==> src/rtl/shift_exec_unit_pkg.sv <==
// Shared opcode and FSM encodings for the shift execute unit.
package shift_exec_unit_pkg;

  typedef enum logic [1:0] {
    OP_LSL = 2'b00,
    OP_LSR = 2'b01,
    OP_ROL = 2'b10,
    OP_ROR = 2'b11
  } op_e;

  typedef enum logic [1:0] {
    ST_IDLE  = 2'b00,
    ST_PASS1 = 2'b01,
    ST_PASS2 = 2'b10,
    ST_DONE  = 2'b11
  } state_e;

  // Shifter direction control: 0 shifts toward the MSB, 1 toward the LSB.
  localparam logic DIR_LEFT  = 1'b0;
  localparam logic DIR_RIGHT = 1'b1;

  // Rotates need a second, opposite-direction pass to bring the wrapped bits back in.
  function automatic logic op_is_rotate(input op_e o);
    return (o == OP_ROL) || (o == OP_ROR);
  endfunction

  // Direction of the first (or only) shifter pass for an opcode.
  function automatic logic op_first_dir(input op_e o);
    return ((o == OP_LSR) || (o == OP_ROR)) ? DIR_RIGHT : DIR_LEFT;
  endfunction

endpackage

==> src/rtl/shift_exec_unit_shifter.sv <==
// Purely combinational logical shifter; amount limited to 0..W-1.
module n_bit_shifter
  import shift_exec_unit_pkg::*;
#(
  parameter int max_s_bits = 3
) (
  input  logic [(2**max_s_bits)-1:0] data_in,
  input  logic [max_s_bits-1:0]      amount,
  input  logic                       dir,
  output logic [(2**max_s_bits)-1:0] data_out
);

  // Zero-filling shift in the requested direction.
  always_comb begin
    if (dir == DIR_LEFT) begin
      data_out = data_in << amount;
    end else begin
      data_out = data_in >> amount;
    end
  end

endmodule

==> src/rtl/shift_exec_unit.sv <==
// Sequential shift/rotate execute stage built around one shared n_bit_shifter.
// LSL/LSR finish in one shifter pass; ROL/ROR combine two opposite passes.
module shift_exec_unit
  import shift_exec_unit_pkg::*;
#(
  parameter int max_s_bits = 3
) (
  input  logic                       clk,
  input  logic                       rst,
  input  logic                       in_valid,
  output logic                       in_ready,
  input  logic [1:0]                 op,
  input  logic [(2**max_s_bits)-1:0] a,
  input  logic [(2**max_s_bits)-1:0] b,
  output logic                       out_valid,
  input  logic                       out_ready,
  output logic [(2**max_s_bits)-1:0] result,
  output logic                       flag_z,
  output logic                       flag_c,
  output logic                       busy
);

  localparam int W = 2**max_s_bits;

  state_e                state_q, state_d;
  op_e                   op_q, op_d;
  logic [W-1:0]          a_q, a_d;
  logic [W-1:0]          b_q, b_d;
  logic [W-1:0]          partial_q, partial_d;
  logic [W-1:0]          result_q, result_d;
  logic                  flag_z_q, flag_z_d;
  logic                  flag_c_q, flag_c_d;
  logic                  out_valid_q, out_valid_d;
  logic                  in_ready_q, in_ready_d;
  logic                  busy_q, busy_d;

  logic [max_s_bits-1:0] sh_amt_s;
  logic                  sh_dir_s;
  logic [W-1:0]          sh_out_s;
  logic [max_s_bits-1:0] rot_r_s;
  logic                  k_big_s;
  logic [W-1:0]          shift_res_s;
  logic [W-1:0]          rot_res_s;

  // Last bit shifted out of an LSL by k (1..W); zero for k==0 or k>W.
  function automatic logic lsl_carry(input logic [W-1:0] d, input logic [W-1:0] k);
    logic c;
    c = 1'b0;
    for (int i = 1; i <= W; i++) begin
      c = (k == W'(i)) ? d[W-i] : c;
    end
    return c;
  endfunction

  // Last bit shifted out of an LSR by k (1..W); zero for k==0 or k>W.
  function automatic logic lsr_carry(input logic [W-1:0] d, input logic [W-1:0] k);
    logic c;
    c = 1'b0;
    for (int i = 1; i <= W; i++) begin
      c = (k == W'(i)) ? d[i-1] : c;
    end
    return c;
  endfunction

  // Rotate amount is k mod W; any upper amount bit means a plain shift clears everything.
  assign rot_r_s = b_q[max_s_bits-1:0];
  assign k_big_s = |b_q[W-1:max_s_bits];

  n_bit_shifter #(.max_s_bits(max_s_bits)) u_shifter (
    .data_in  (a_q),
    .amount   (sh_amt_s),
    .dir      (sh_dir_s),
    .data_out (sh_out_s)
  );

  // Shifter control: pass 2 shifts by W-r in the opposite direction, otherwise by k.
  always_comb begin
    case (state_q)
      ST_PASS2: begin
        sh_amt_s = {max_s_bits{1'b0}} - rot_r_s;
        sh_dir_s = ~op_first_dir(op_q);
      end
      default: begin
        sh_amt_s = rot_r_s;
        sh_dir_s = op_first_dir(op_q);
      end
    endcase
  end

  // Candidate results: clamped shift for LSL/LSR, merged passes for rotates (r==0 keeps a).
  always_comb begin
    shift_res_s = k_big_s ? {W{1'b0}} : sh_out_s;
    if (rot_r_s == {max_s_bits{1'b0}}) begin
      rot_res_s = partial_q;
    end else begin
      rot_res_s = partial_q | sh_out_s;
    end
  end

  // FSM next state, operand capture, and result/flag computation.
  always_comb begin
    state_d   = state_q;
    op_d      = op_q;
    a_d       = a_q;
    b_d       = b_q;
    partial_d = partial_q;
    result_d  = result_q;
    flag_z_d  = flag_z_q;
    flag_c_d  = flag_c_q;
    case (state_q)
      ST_IDLE: begin
        if (in_valid && in_ready_q) begin
          op_d    = op_e'(op);
          a_d     = a;
          b_d     = b;
          state_d = ST_PASS1;
        end else begin
          state_d = ST_IDLE;
        end
      end
      ST_PASS1: begin
        if (op_is_rotate(op_q)) begin
          partial_d = sh_out_s;
          state_d   = ST_PASS2;
        end else begin
          result_d = shift_res_s;
          flag_z_d = (shift_res_s == {W{1'b0}});
          flag_c_d = (op_q == OP_LSL) ? lsl_carry(a_q, b_q) : lsr_carry(a_q, b_q);
          state_d  = ST_DONE;
        end
      end
      ST_PASS2: begin
        result_d = rot_res_s;
        flag_z_d = (rot_res_s == {W{1'b0}});
        if (rot_r_s == {max_s_bits{1'b0}}) begin
          flag_c_d = 1'b0;
        end else if (op_q == OP_ROL) begin
          flag_c_d = rot_res_s[0];
        end else begin
          flag_c_d = rot_res_s[W-1];
        end
        state_d = ST_DONE;
      end
      ST_DONE: begin
        if (out_ready) begin
          state_d = ST_IDLE;
        end else begin
          state_d = ST_DONE;
        end
      end
      default: begin
        state_d = ST_IDLE;
      end
    endcase
    out_valid_d = (state_d == ST_DONE);
    in_ready_d  = (state_d == ST_IDLE);
    busy_d      = (state_d != ST_IDLE);
  end

  // State and datapath registers; reset discards any operation in flight.
  always_ff @(posedge clk or posedge rst) begin
    if (rst) begin
      state_q     <= ST_IDLE;
      op_q        <= OP_LSL;
      a_q         <= {W{1'b0}};
      b_q         <= {W{1'b0}};
      partial_q   <= {W{1'b0}};
      result_q    <= {W{1'b0}};
      flag_z_q    <= 1'b0;
      flag_c_q    <= 1'b0;
      out_valid_q <= 1'b0;
      in_ready_q  <= 1'b0;
      busy_q      <= 1'b0;
    end else begin
      state_q     <= state_d;
      op_q        <= op_d;
      a_q         <= a_d;
      b_q         <= b_d;
      partial_q   <= partial_d;
      result_q    <= result_d;
      flag_z_q    <= flag_z_d;
      flag_c_q    <= flag_c_d;
      out_valid_q <= out_valid_d;
      in_ready_q  <= in_ready_d;
      busy_q      <= busy_d;
    end
  end

  assign in_ready  = in_ready_q;
  assign out_valid = out_valid_q;
  assign result    = result_q;
  assign flag_z    = flag_z_q;
  assign flag_c    = flag_c_q;
  assign busy      = busy_q;

endmodule

==> config.mk <==
export PLATFORM = sky130hd
export DESIGN_NAME = shift_exec_unit
export DESIGN_NICKNAME = d
export VERILOG_FILES = /design/src/rtl/shift_exec_unit_pkg.sv /design/src/rtl/shift_exec_unit_shifter.sv /design/src/rtl/shift_exec_unit.sv
export SDC_FILE = /design/constraint.sdc
export NUM_CORES = 1
export LEC_CHECK = 0
export ABC_AREA = 1
export BUFFER_PORTS_ARGS = -buffer_cell sky130_fd_sc_hd__buf_4
export CAP_MARGIN = 20
export CORE_MARGIN = 4
export CORE_UTILIZATION = 35
export DETAILED_ROUTE_END_ITERATION = 6
export GPL_ROUTABILITY_DRIVEN = 0
export SLEW_MARGIN = 20
export SYNTH_ARGS = -nofsm -noshare
export SYNTH_HDL_FRONTEND = slang
export SYNTH_SLANG_ARGS = --single-unit
export TNS_END_PERCENT = 5
==> constraint.sdc <==
create_clock -name clk -period 2.5 [get_ports clk]
set_input_delay 0.125 -clock clk [delete_from_list [all_inputs] [get_ports clk]]
set_output_delay 0.125 -clock clk [all_outputs]
set_load 0.005 [all_outputs]
Word level (Yosys, flattened, before mapping):

Cells that the tools add are included.

* add/subtract/negate cells: 1
* equal/unequal tests: 16
* shift-type cells: 2
* multiplexer cells: 35
* bitwise gates (word level): 2
* reductions and logical operators: 15

Operators with widths (number)
* 8-bit by 3-bit == test with 1-bit output (second input constant): 4
* 8-bit two-way mux: 4
* 1-bit two-way mux: 25
* 8-bit by 2-bit == test with 1-bit output (second input constant): 2
* 8-bit logical NOT: 2
* 8-bit case mux with 2 select lines: 1
* 2-bit == test (second input constant): 5
* 8-bit by 1-bit == test with 1-bit output (second input constant): 1
* 8-bit by 4-bit == test with 1-bit output (second input constant): 1
* 8-bit bitwise OR: 1
* 2-bit case mux with 4 select lines: 1
* 8-bit by 3-bit << shifter with 8-bit output: 1
* 8-bit by 3-bit right shift with 8-bit output: 1
* 2-bit logical NOT: 3
* 2-bit AND reduction: 3
* 5-bit OR reduction: 1
* 2-bit by 1-bit == test with 1-bit output (second input constant): 2
* 1-bit case mux with 2 select lines: 2
* 2-bit nonzero test: 2
* 3-bit logical NOT: 1
* 3-bit two-way mux: 1
* 1-bit by 3-bit subtractor with 3-bit output (first input constant): 1
* 1-bit logical OR: 2
* 2-bit two-way mux: 1
* other kinds (3): 3

* register bits: 41
* input port bits: 22
* output and inout port bits: 13
* word-level logic and storage cells: 82

Depth between registers and ports, before layout:

Gate-level depths: netlist of the first run.

* depth after elaboration: 12
* depth in mapped cells: 19
* gate-level depth less buffers: 18

Hierarchy:

Synthesis of the first run repeated with hierarchy kept, for this count alone.

* cell total of the unflattened synthesis: 360
* area, all modules: 2586.2 um^2

By module, submodules not included
* shift_exec_unit: times used 1, cells each 272, area an instance 2149.6 um^2, sequential area each 1026.0 um^2
* n_bit_shifter: times used 1, cells each 88, area an instance 436.7 um^2, sequential area each 0.0 um^2

Least setup slack after synthesis of the first run:

No wires, ideal clock.

* path type: flip-flop to flip-flop
* start point: register b_q[0]
* end point: register flag_z_q, in the netlist flag_z
* library setup time: 0.113 ns
* arrival time: 2.192 ns
* required time: 2.387 ns
* path slack: 0.195 ns
* cell stages (with the launch flop): 18
* buffers on the path: 1
* clock period less this slack: 2.305 ns
* cell sequence: dfrtp_1 > buf_2 > inv_1 > ha_1 > ha_1 > inv_1 > o21ai_2 > inv_1 > nor2_1 > nand2_1 > nand3_1 > nand2_1 > nand2_1 > nor2_1 > nand3_1 > nand3_1 > nand2_1 > inv_1

* cells in the longest elaborated chain, start to end: 8
* elaborated cells between the ends (all ways): 13
* those cells by class: add/sub: 1; shift: 2; mux: 6; bitwise: 1; reduce/logical: 3

RTL lines
* from (decl): RTL line shift_exec_unit.sv:28 `logic [W-1:0] b_q, b_d;`
* from (signal assigned): RTL line shift_exec_unit.sv:166 `b_q <= {W{1'b0}};`
* 1-bit by 3-bit subtractor with 3-bit output: RTL line shift_exec_unit.sv:80 `sh_amt_s = {max_s_bits{1'b0}} - rot_r_s;`
* 3-bit two-way mux: RTL line shift_exec_unit.sv:78 `case (state_q)`
* 8-bit by 3-bit << shifter with 8-bit output / 8-bit by 3-bit right shift with 8-bit output (equally long branches): RTL line shift_exec_unit_shifter.sv:16, shift_exec_unit_shifter.sv:18
* 8-bit two-way mux: RTL line shift_exec_unit_shifter.sv:15 `if (dir == DIR_LEFT) begin`
* 8-bit bitwise OR / 8-bit two-way mux (equally long branches): RTL line shift_exec_unit.sv:96, shift_exec_unit.sv:92
* 8-bit two-way mux / 8-bit logical NOT (equally long branches): RTL line shift_exec_unit.sv:93, shift_exec_unit.sv:127
* 8-bit logical NOT / 1-bit two-way mux (equally long branches): RTL line shift_exec_unit.sv:134, shift_exec_unit.sv:122
* 1-bit case mux with 2 select lines *: RTL line shift_exec_unit.sv:110 `case (state_q)`
* to (signal assigned): RTL line shift_exec_unit.sv:181 `flag_z_q <= flag_z_d;`
* to (decl): RTL line shift_exec_unit.sv:31 `logic flag_z_q, flag_z_d;`

Mark *: on every way between the ends. The rest lies on a longest branch, timed or not. The select of a mux whose other input is x is not followed.
A chain may end at the register's enable or synchronous reset.

Final worst setup path of the first run:

* start point: register b_q[1]
* end point: register flag_z_q, in the netlist flag_z

Same word-level chain as after synthesis.

==> reports/metrics.cfg, run 1 <==
[global_routing]
overflow = 0
grt_pass1_vias = 2557
grt_pass1_wl_um = 11820
grt_max_degree = 42
grt_usage_pct = 16.33
antenna_found_initial = 0

[sta]
finalCritPeriodShare_pct = 91.76
drv_slew = 0
fmax_ghz = 0.4359
finalSetupTns_ps = 0
timing.hold.ws_ps = 8.993
min_period_ps = 2294
setup_slack_ps = 205.9
finalSetupViolCount = 0
relSlewSlack_pct = 64.93
final-hold-violation-count = 0
worst_pin_slew_ps = 526.1
finalClockSkew_ps = 11.68

[logic_synthesis]
async_flop_share_pct = 100.0
synth_edf_count = 0
synth_largest_area_cell = dfrtp_1
synth_warnings = 0
synth_most_common_cell = nand2_1
yosysUniqueCellTypes = 30
synthTopCellsByArea = dfrtp_1, nand2_1, inv_1, o21ai_0, nand3_1
mappedNetlistArea_um2 = 2681
avgSynthCellArea_um2 = 6.771
syn-num-nets = 423
synth_top_area_share_pct = 38.26
ys_ff_latch = 41
synth_ff_type = dfrtp_1
syn_inst = 396
synth.top_cells.by_count = nand2_1, inv_1, dfrtp_1
yosysSeqAreaShare_pct = 38.26

[clock_network]
cts_max_level = 2
cts_sinks = 41
cts_root_buffer = clkbuf_8
clkTransAtPathRegs_ps = 90
cts_tree = built
clock_latency_ps = 300
cts_made_buffers = 5
clk_path_buf_depth = 2

[cells_and_area]
drive_above_1_share_pct = 16.59
stdcell_count = 539
fill_cells = 775
n_antenna_cell = 0
fin_nets = 466
synthToLayoutAreaGrowth_pct = 20.49

[critical_path]
cp_slowest_cell = dfrtp_1
critical_path.cell_chain = inv_1 -> ha_1 -> ha_1 -> inv_1 -> o21ai_4 -> inv_2 -> nor2_1 -> nand2_1 -> nand3_1 -> a21oi_2 -> nand2_1 -> nor2_1 -> nand2_1 -> nand3_1 -> nand2_1 -> inv_1
cpMostUsedCell = nand2_1
worstPathArrival_ps = 2500
crit_path_start_kind = register
cp-end-kind = register
crit_fanout = 8
startpoint = b_q[1]$_DFFE_PP0P_
worstReg2RegStart = b_q[1]$_DFFE_PP0P_
cp.depth = 16
crit_family = simple AND/OR/NAND/NOR gates
critPathKind = register to register
r2r_slack_ps = 210
cp.required_ps = 2700
timing.rr.end = flag_z$_DFFE_PP0P_
critPathMaxStageDelay_ps = 390
crit_end = flag_z$_DFFE_PP0P_
ff2ff_path_depth = 16
crit_buf_inv = 4

[power]
p_leak_nw = 1.640
clkPwrFrac_pct = 11.6
seq_power_share_pct = 25.4
power.share.combinational_pct = 63.0
swShare_pct = 51.39
power.internal_mw = 2.331
power_density_nw_per_um2 = 1485
ir_worst_vdd_mv = 0.6459
power.total_mw = 4.796
switchingPower_mw = 2.465

[detailed_routing]
drt-wirelength-per-cell_um = 12.74
vias = 2646
drc = 0
vias_per_cell = 4.909
drt_first_iter_violations = 174
drtPass1Iterations = 4
ant_nets = 0
drt_wl_total_um = 6865

[floorplan]
die_h_um = 95.53
core_um2 = 7331
io_pins = 35
start_util_pct = 36.58
die_w_um = 95.53
die_area_um2 = 9125
rows = 31

[flow_run]
max_cap_violations = 0

[worst_hold_path]
min_from = a[0]
hold_class = primary input to register

[outcome]
status = finished clean

[placement]
dp.cells = 527
post-place-ws_ps = 52.54
port-buffer-count = 34
dpl.hpwl_um = 5234

[kinds of logic after synthesis]
logic type | after synthesis | share of synthesized area, %
buffers and inverters | 58 | 9.146
AOI/OAI and AO/OA | 61 | 13.07
DFF | 41 | 38.26
adders and majority gates | 5 | 2.333
and+or+nand+nor | 229 | 35.84
xor gates and xnor gates | 2 | 1.353
[tightest hold or removal path, stage by stage]
cell and delay, ps:
buf_4 70, nand2_1 40, nand2_1 40
[worst min-delay path by stage]
stage,endpoint,slack [ps],cells after the start
final,a_q[0]$_DFFE_PP0P_,9,3
after global routing,a_q[5]$_DFFE_PP0P_,10,3
after CTS,a_q[0]$_DFFE_PP0P_,6,3
after detailed placement,result[7]$_DFFE_PP0P_,300,3
after global placement,result[7]$_DFFE_PP0P_,290,3
after floorplan,a_q[0]$_DFFE_PP0P_,230,2
[final cells by class]
cell class / instances / area, um2 / share of cell area, %
inverter: 50 / 187.7 / 5.809
tap: 99 / 123.9 / 3.834
multi-input combinational: 297 / 1448 / 44.81
clock buffer: 5 / 68.82 / 2.130
clock inverter: 3 / 43.79 / 1.356
timing repair buffer: 44 / 332.8 / 10.30
sequential: 41 / 1026 / 31.76
[layer usage]
layer	track usage [%]	part of all wire (%)	vias to the layer above
li1	-	-	1352
met1	22.41	47	1225
met2	26.46	47	62
met3	2.841	5.3	7
met4	4.384	1.3	0
met5	0	0	-
[layout by cell type, fill, tap and decap left out, types with 4 or more instances in the layout]
cell type,count
dfrtp_1,41
nand4_1,5
a21oi_2,4
nand3_1,27
ha_1,5
o21ai_0,30
nand2_1,153
o221ai_1,6
inv_1,45
nor2_1,28
buf_4,43
nor3_1,4
a21oi_1,11
clkbuf_8,5
[state kept, by name, summed over array words and instances, names as in the netlist]
register and flops:
a_q 8, b_q 8, partial_q 8, result 8, op_q 2, state_q 2
busy 1, flag_c 1, flag_z 1, in_ready 1, out_valid 1
[metrics by stage]
step           cell area, um2  util [%]
2_1_floorplan            2681         -
3_3_place_gp             3048     41.58
3_5_place_dp             3048     41.58
4_1_cts                  3171     43.25
5_1_grt                  3231     44.07
6_report                 3231     44.07
[power groups by stage]
stage / sequential, mW / combinational [mW] / clock [mW]
5_1_grt: 1.26 / 3.47 / 0.591
3_5_place_dp: 1.22 / 2.82 / 0
3_3_place_gp: 1.22 / 2.82 / 0
4_1_cts: 1.21 / 2.83 / 0.565
2_1_floorplan: 1.16 / 2.16 / 0
6_report: 1.22 / 3.02 / 0.556
[repair_timing]
item,4_1_cts,5_1_grt
setup endpoints to repair,0,4
setup buffers,0,3
endpoints found under the hold margin,41,0
gates resized for setup,0,10
hold buffers,1,0
(Power assumes the default switching activity.)
==> run 2, diff against run 1 <==
--- a/config.mk
+++ b/config.mk
@@ -5,13 +5,14 @@
 export SDC_FILE = /design/constraint.sdc
 export NUM_CORES = 1
 export LEC_CHECK = 0
-export ABC_AREA = 1
+export ABC_AREA = 0
 export BUFFER_PORTS_ARGS = -buffer_cell sky130_fd_sc_hd__buf_4
 export CAP_MARGIN = 20
 export CORE_MARGIN = 4
 export CORE_UTILIZATION = 35
 export DETAILED_ROUTE_END_ITERATION = 6
 export GPL_ROUTABILITY_DRIVEN = 0
+export RECOVER_POWER = 25
 export SLEW_MARGIN = 20
 export SYNTH_ARGS = -nofsm -noshare
 export SYNTH_HDL_FRONTEND = slang
==> reports/metrics.cfg, run 2 <==
[clock_network]
cts_tree = built
cts_sinks = 41  ; unchanged
cts_max_level = 2  ; unchanged
cts_made_buffers = 5  ; unchanged
clkTransAtPathRegs_ps = 80  ; about the same
clock_latency_ps = 300  ; about the same
clk_path_buf_depth = 2  ; unchanged
cts_root_buffer = clkbuf_8

[logic_synthesis]
yosysUniqueCellTypes = 58  ; +93%
synth_most_common_cell = dfrtp_1
synth_warnings = 0  ; unchanged
synth_ff_type = dfrtp_1
ys_ff_latch = 41  ; unchanged
synth_largest_area_cell = dfrtp_1
yosysSeqAreaShare_pct = 38.86  ; +0.60 points
syn_inst = 270  ; -32%
syn-num-nets = 297  ; -30%
synth.top_cells.by_count = dfrtp_1, nand2_1, o21ai_0
mappedNetlistArea_um2 = 2640  ; -1.5%
synthTopCellsByArea = dfrtp_1, mux2_2, nand2_1, o21ai_0, mux2i_1
synth_top_area_share_pct = 38.86  ; +0.60 points
avgSynthCellArea_um2 = 9.778  ; +44%
synth_edf_count = 0  ; unchanged
async_flop_share_pct = 100.0  ; unchanged

[cells_and_area]
n_antenna_cell = 0  ; unchanged
final_cell_mix = buf_4, dfrtp_1, nand2_1, o21ai_0, mux2_2
fill_cells = 737  ; -4.9%
multi_input_area_um2 = 1575  ; +8.8%
fin_area_um2 = 3416  ; +5.7%
final-seq-area_um2 = 1028  ; +0.24%
mostFrequentLayoutCell = buf_4
fin_nets = 360  ; -23%
synthToLayoutAreaGrowth_pct = 29.38
drive_above_1_share_pct = 37.43  ; +21 points

[floorplan]
die_h_um = 94.85  ; -0.71%
io_pins = 35  ; unchanged
die_w_um = 94.85  ; -0.71%
rows = 31  ; unchanged
start_util_pct = 36.20  ; -0.37 points
die_area_um2 = 8997  ; -1.4%
core_um2 = 7292  ; -0.53%

[critical_path]
cp-end-kind = register
cp.required_ps = 2680  ; -20 ps
crit_fanout = 6  ; -2
r2r_slack_ps = 1  ; -200 ps
startpoint = b_q[1]$_DFFE_PP0P_
worstPathArrival_ps = 2680  ; +180 ps
timing.rr.end = flag_z$_DFFE_PP0P_
critPathKind = register to register
crit_path_start_kind = register
worstReg2RegStart = b_q[1]$_DFFE_PP0P_
ff2ff_path_depth = 13  ; -3
crit_end = flag_z$_DFFE_PP0P_

[global_routing]
grt_pass1_wl_um = 10830  ; -8.3%
grt_pass1_vias = 2159  ; -16%
grt_usage_pct = 15.41  ; -0.92 points
use_met2_pct = 24.66  ; -1.8 points
grt_busiest_layer = met2
overflow = 0  ; unchanged
grt_max_degree = 42  ; unchanged
use_met3_pct = 3.028  ; +0.19 points
antenna_found_initial = 0  ; unchanged
grt_use_met1_pct = 20.83  ; -1.6 points

[sta]
relSlewSlack_pct = 61.28  ; -3.6 points
min_period_ps = 2499  ; +204.9 ps
rsz0062_at_grt = yes
finalSetupTns_ps = 0  ; unchanged
finalSetupViolCount = 0  ; unchanged
finalCritPeriodShare_pct = 99.96  ; +8.2 points
drv_slew = 0  ; unchanged
final-hold-violation-count = 0  ; unchanged
worst_pin_slew_ps = 579.5  ; +53.42 ps
fmax_ghz = 0.4002  ; -8.2%
finalClockSkew_ps = 3.443  ; -8.239 ps
setup_slack_ps = 1.036  ; -204.9 ps

[power]
power.share.combinational_pct = 65.7  ; +2.7 points
power_density_nw_per_um2 = 1546  ; +4.2%
power.internal_mw = 2.978  ; +28%
ir_worst_vdd_mv = 0.6233  ; -3.5%
switchingPower_mw = 2.303  ; -6.6%
p_leak_nw = 1.459  ; -11%
seq_power_share_pct = 23.6  ; -1.8 points
clkPwrFrac_pct = 10.7  ; -0.9 points
swShare_pct = 43.61  ; -7.8 points

[placement]
dpl.hpwl_um = 4925  ; -5.9%
port-buffer-count = 34  ; unchanged
placed_area_um2 = 3184  ; +4.5%
post-place-ws_ps = -75.74  ; -128.3 ps

[outcome]
status = finished clean

[detailed_routing]
drt_first_iter_violations = 136  ; -22%
vias = 2298  ; -13%
ant_nets = 0  ; unchanged
drt-wirelength-per-cell_um = 15.19  ; +19%
drt_wl_total_um = 6577  ; -4.2%
vias_per_cell = 5.307  ; +8.1%
drtPass1Iterations = 4  ; unchanged
drc = 0  ; unchanged

[flow_run]
max_cap_violations = 0  ; unchanged

[worst_hold_path]
hold_class = primary input to register

run 2: through the flow:
step	std cells	power [mW]	hold slack, ps	utilization, %
after global routing	433	5.687	30.63	46.84
final	433	5.282	28.98	46.84
after CTS	433	5.219	20.61	46.48
after floorplan	270	3.340	239.0	-
after global placement	421	4.387	300.7	43.67
after detailed placement	421	4.416	298.8	43.67
run 2: cells by family after synthesis:
group                      after synthesis  share of synthesized area (%)
and+or+nand+nor                         85                          16.54
DFF                                     41                          38.86
buffers and inverters                   24                          4.834
AOI/OAI and AO/OA                       82                          22.46
muxes                                   32                          14.60
adders and majority gates                5                          2.370
xor gates and xnor gates                 1                         0.3318
run 2: area by class of cell:
cell class | instances | share of cell area [%]
Clock buffer | 6 | 2.418
Clock inverter | 2 | 1.099
Inverter | 11 | 1.282
Multi-Input combinational cell | 205 | 46.12
Sequential cell | 41 | 30.11
Tap cell | 99 | 3.626
Timing Repair Buffer | 69 | 15.35
run 2: metal layers:
metal	part of all wire, %	wire, um
met1	47	3078
met2	47	3092
met3	5.1	335
met4	1.1	71
met5	0	0
run 2: critical path, cell delays in order, from the launching register on:
cell and delay (ps):
dfrtp_2 410, inv_2 80, ha_4 150, ha_4 210
and4bb_1 310, a31oi_4 70, buf_6 170, buf_6 110
o211ai_1 180, o211ai_2 120, nand4_1 100, and4bb_1 210
o2111ai_1 170, nand3_1 80
run 2: what timing repair did:
item,4_1_cts,5_1_grt
hold buffers,1,0
resized for setup,11,11
pin swaps,4,4
setup buffers,3,0
hold endpoints to repair,41,0
setup endpoints to repair,3,9
run 2: how the worst min path moves through the flow:
stage                         start                     to  slack, ps  cells after the start
after CTS                      b[2]     b_q[2]$_DFFE_PP0P_         20                      3
after floorplan           out_ready    out_valid$_DFF_PP0_        240                      1
after global placement          rst  result[7]$_DFFE_PP0P_        300                      3
after detailed placement        rst  result[7]$_DFFE_PP0P_        300                      3
after global routing          op[0]    op_q[0]$_DFFE_PP0P_         30                      3
final                          a[6]     a_q[6]$_DFFE_PP0P_         30                      3
run 2: power by group through the flow:
stage | sequential [mW] | clock [mW] | combinational [mW]
finish | 1.25 | 0.565 | 3.47
CTS | 1.25 | 0.584 | 3.39
detailed placement | 1.26 | 0 | 3.16
floorplan | 1.19 | 0 | 2.15
global placement | 1.25 | 0 | 3.14
global route | 1.29 | 0.616 | 3.78
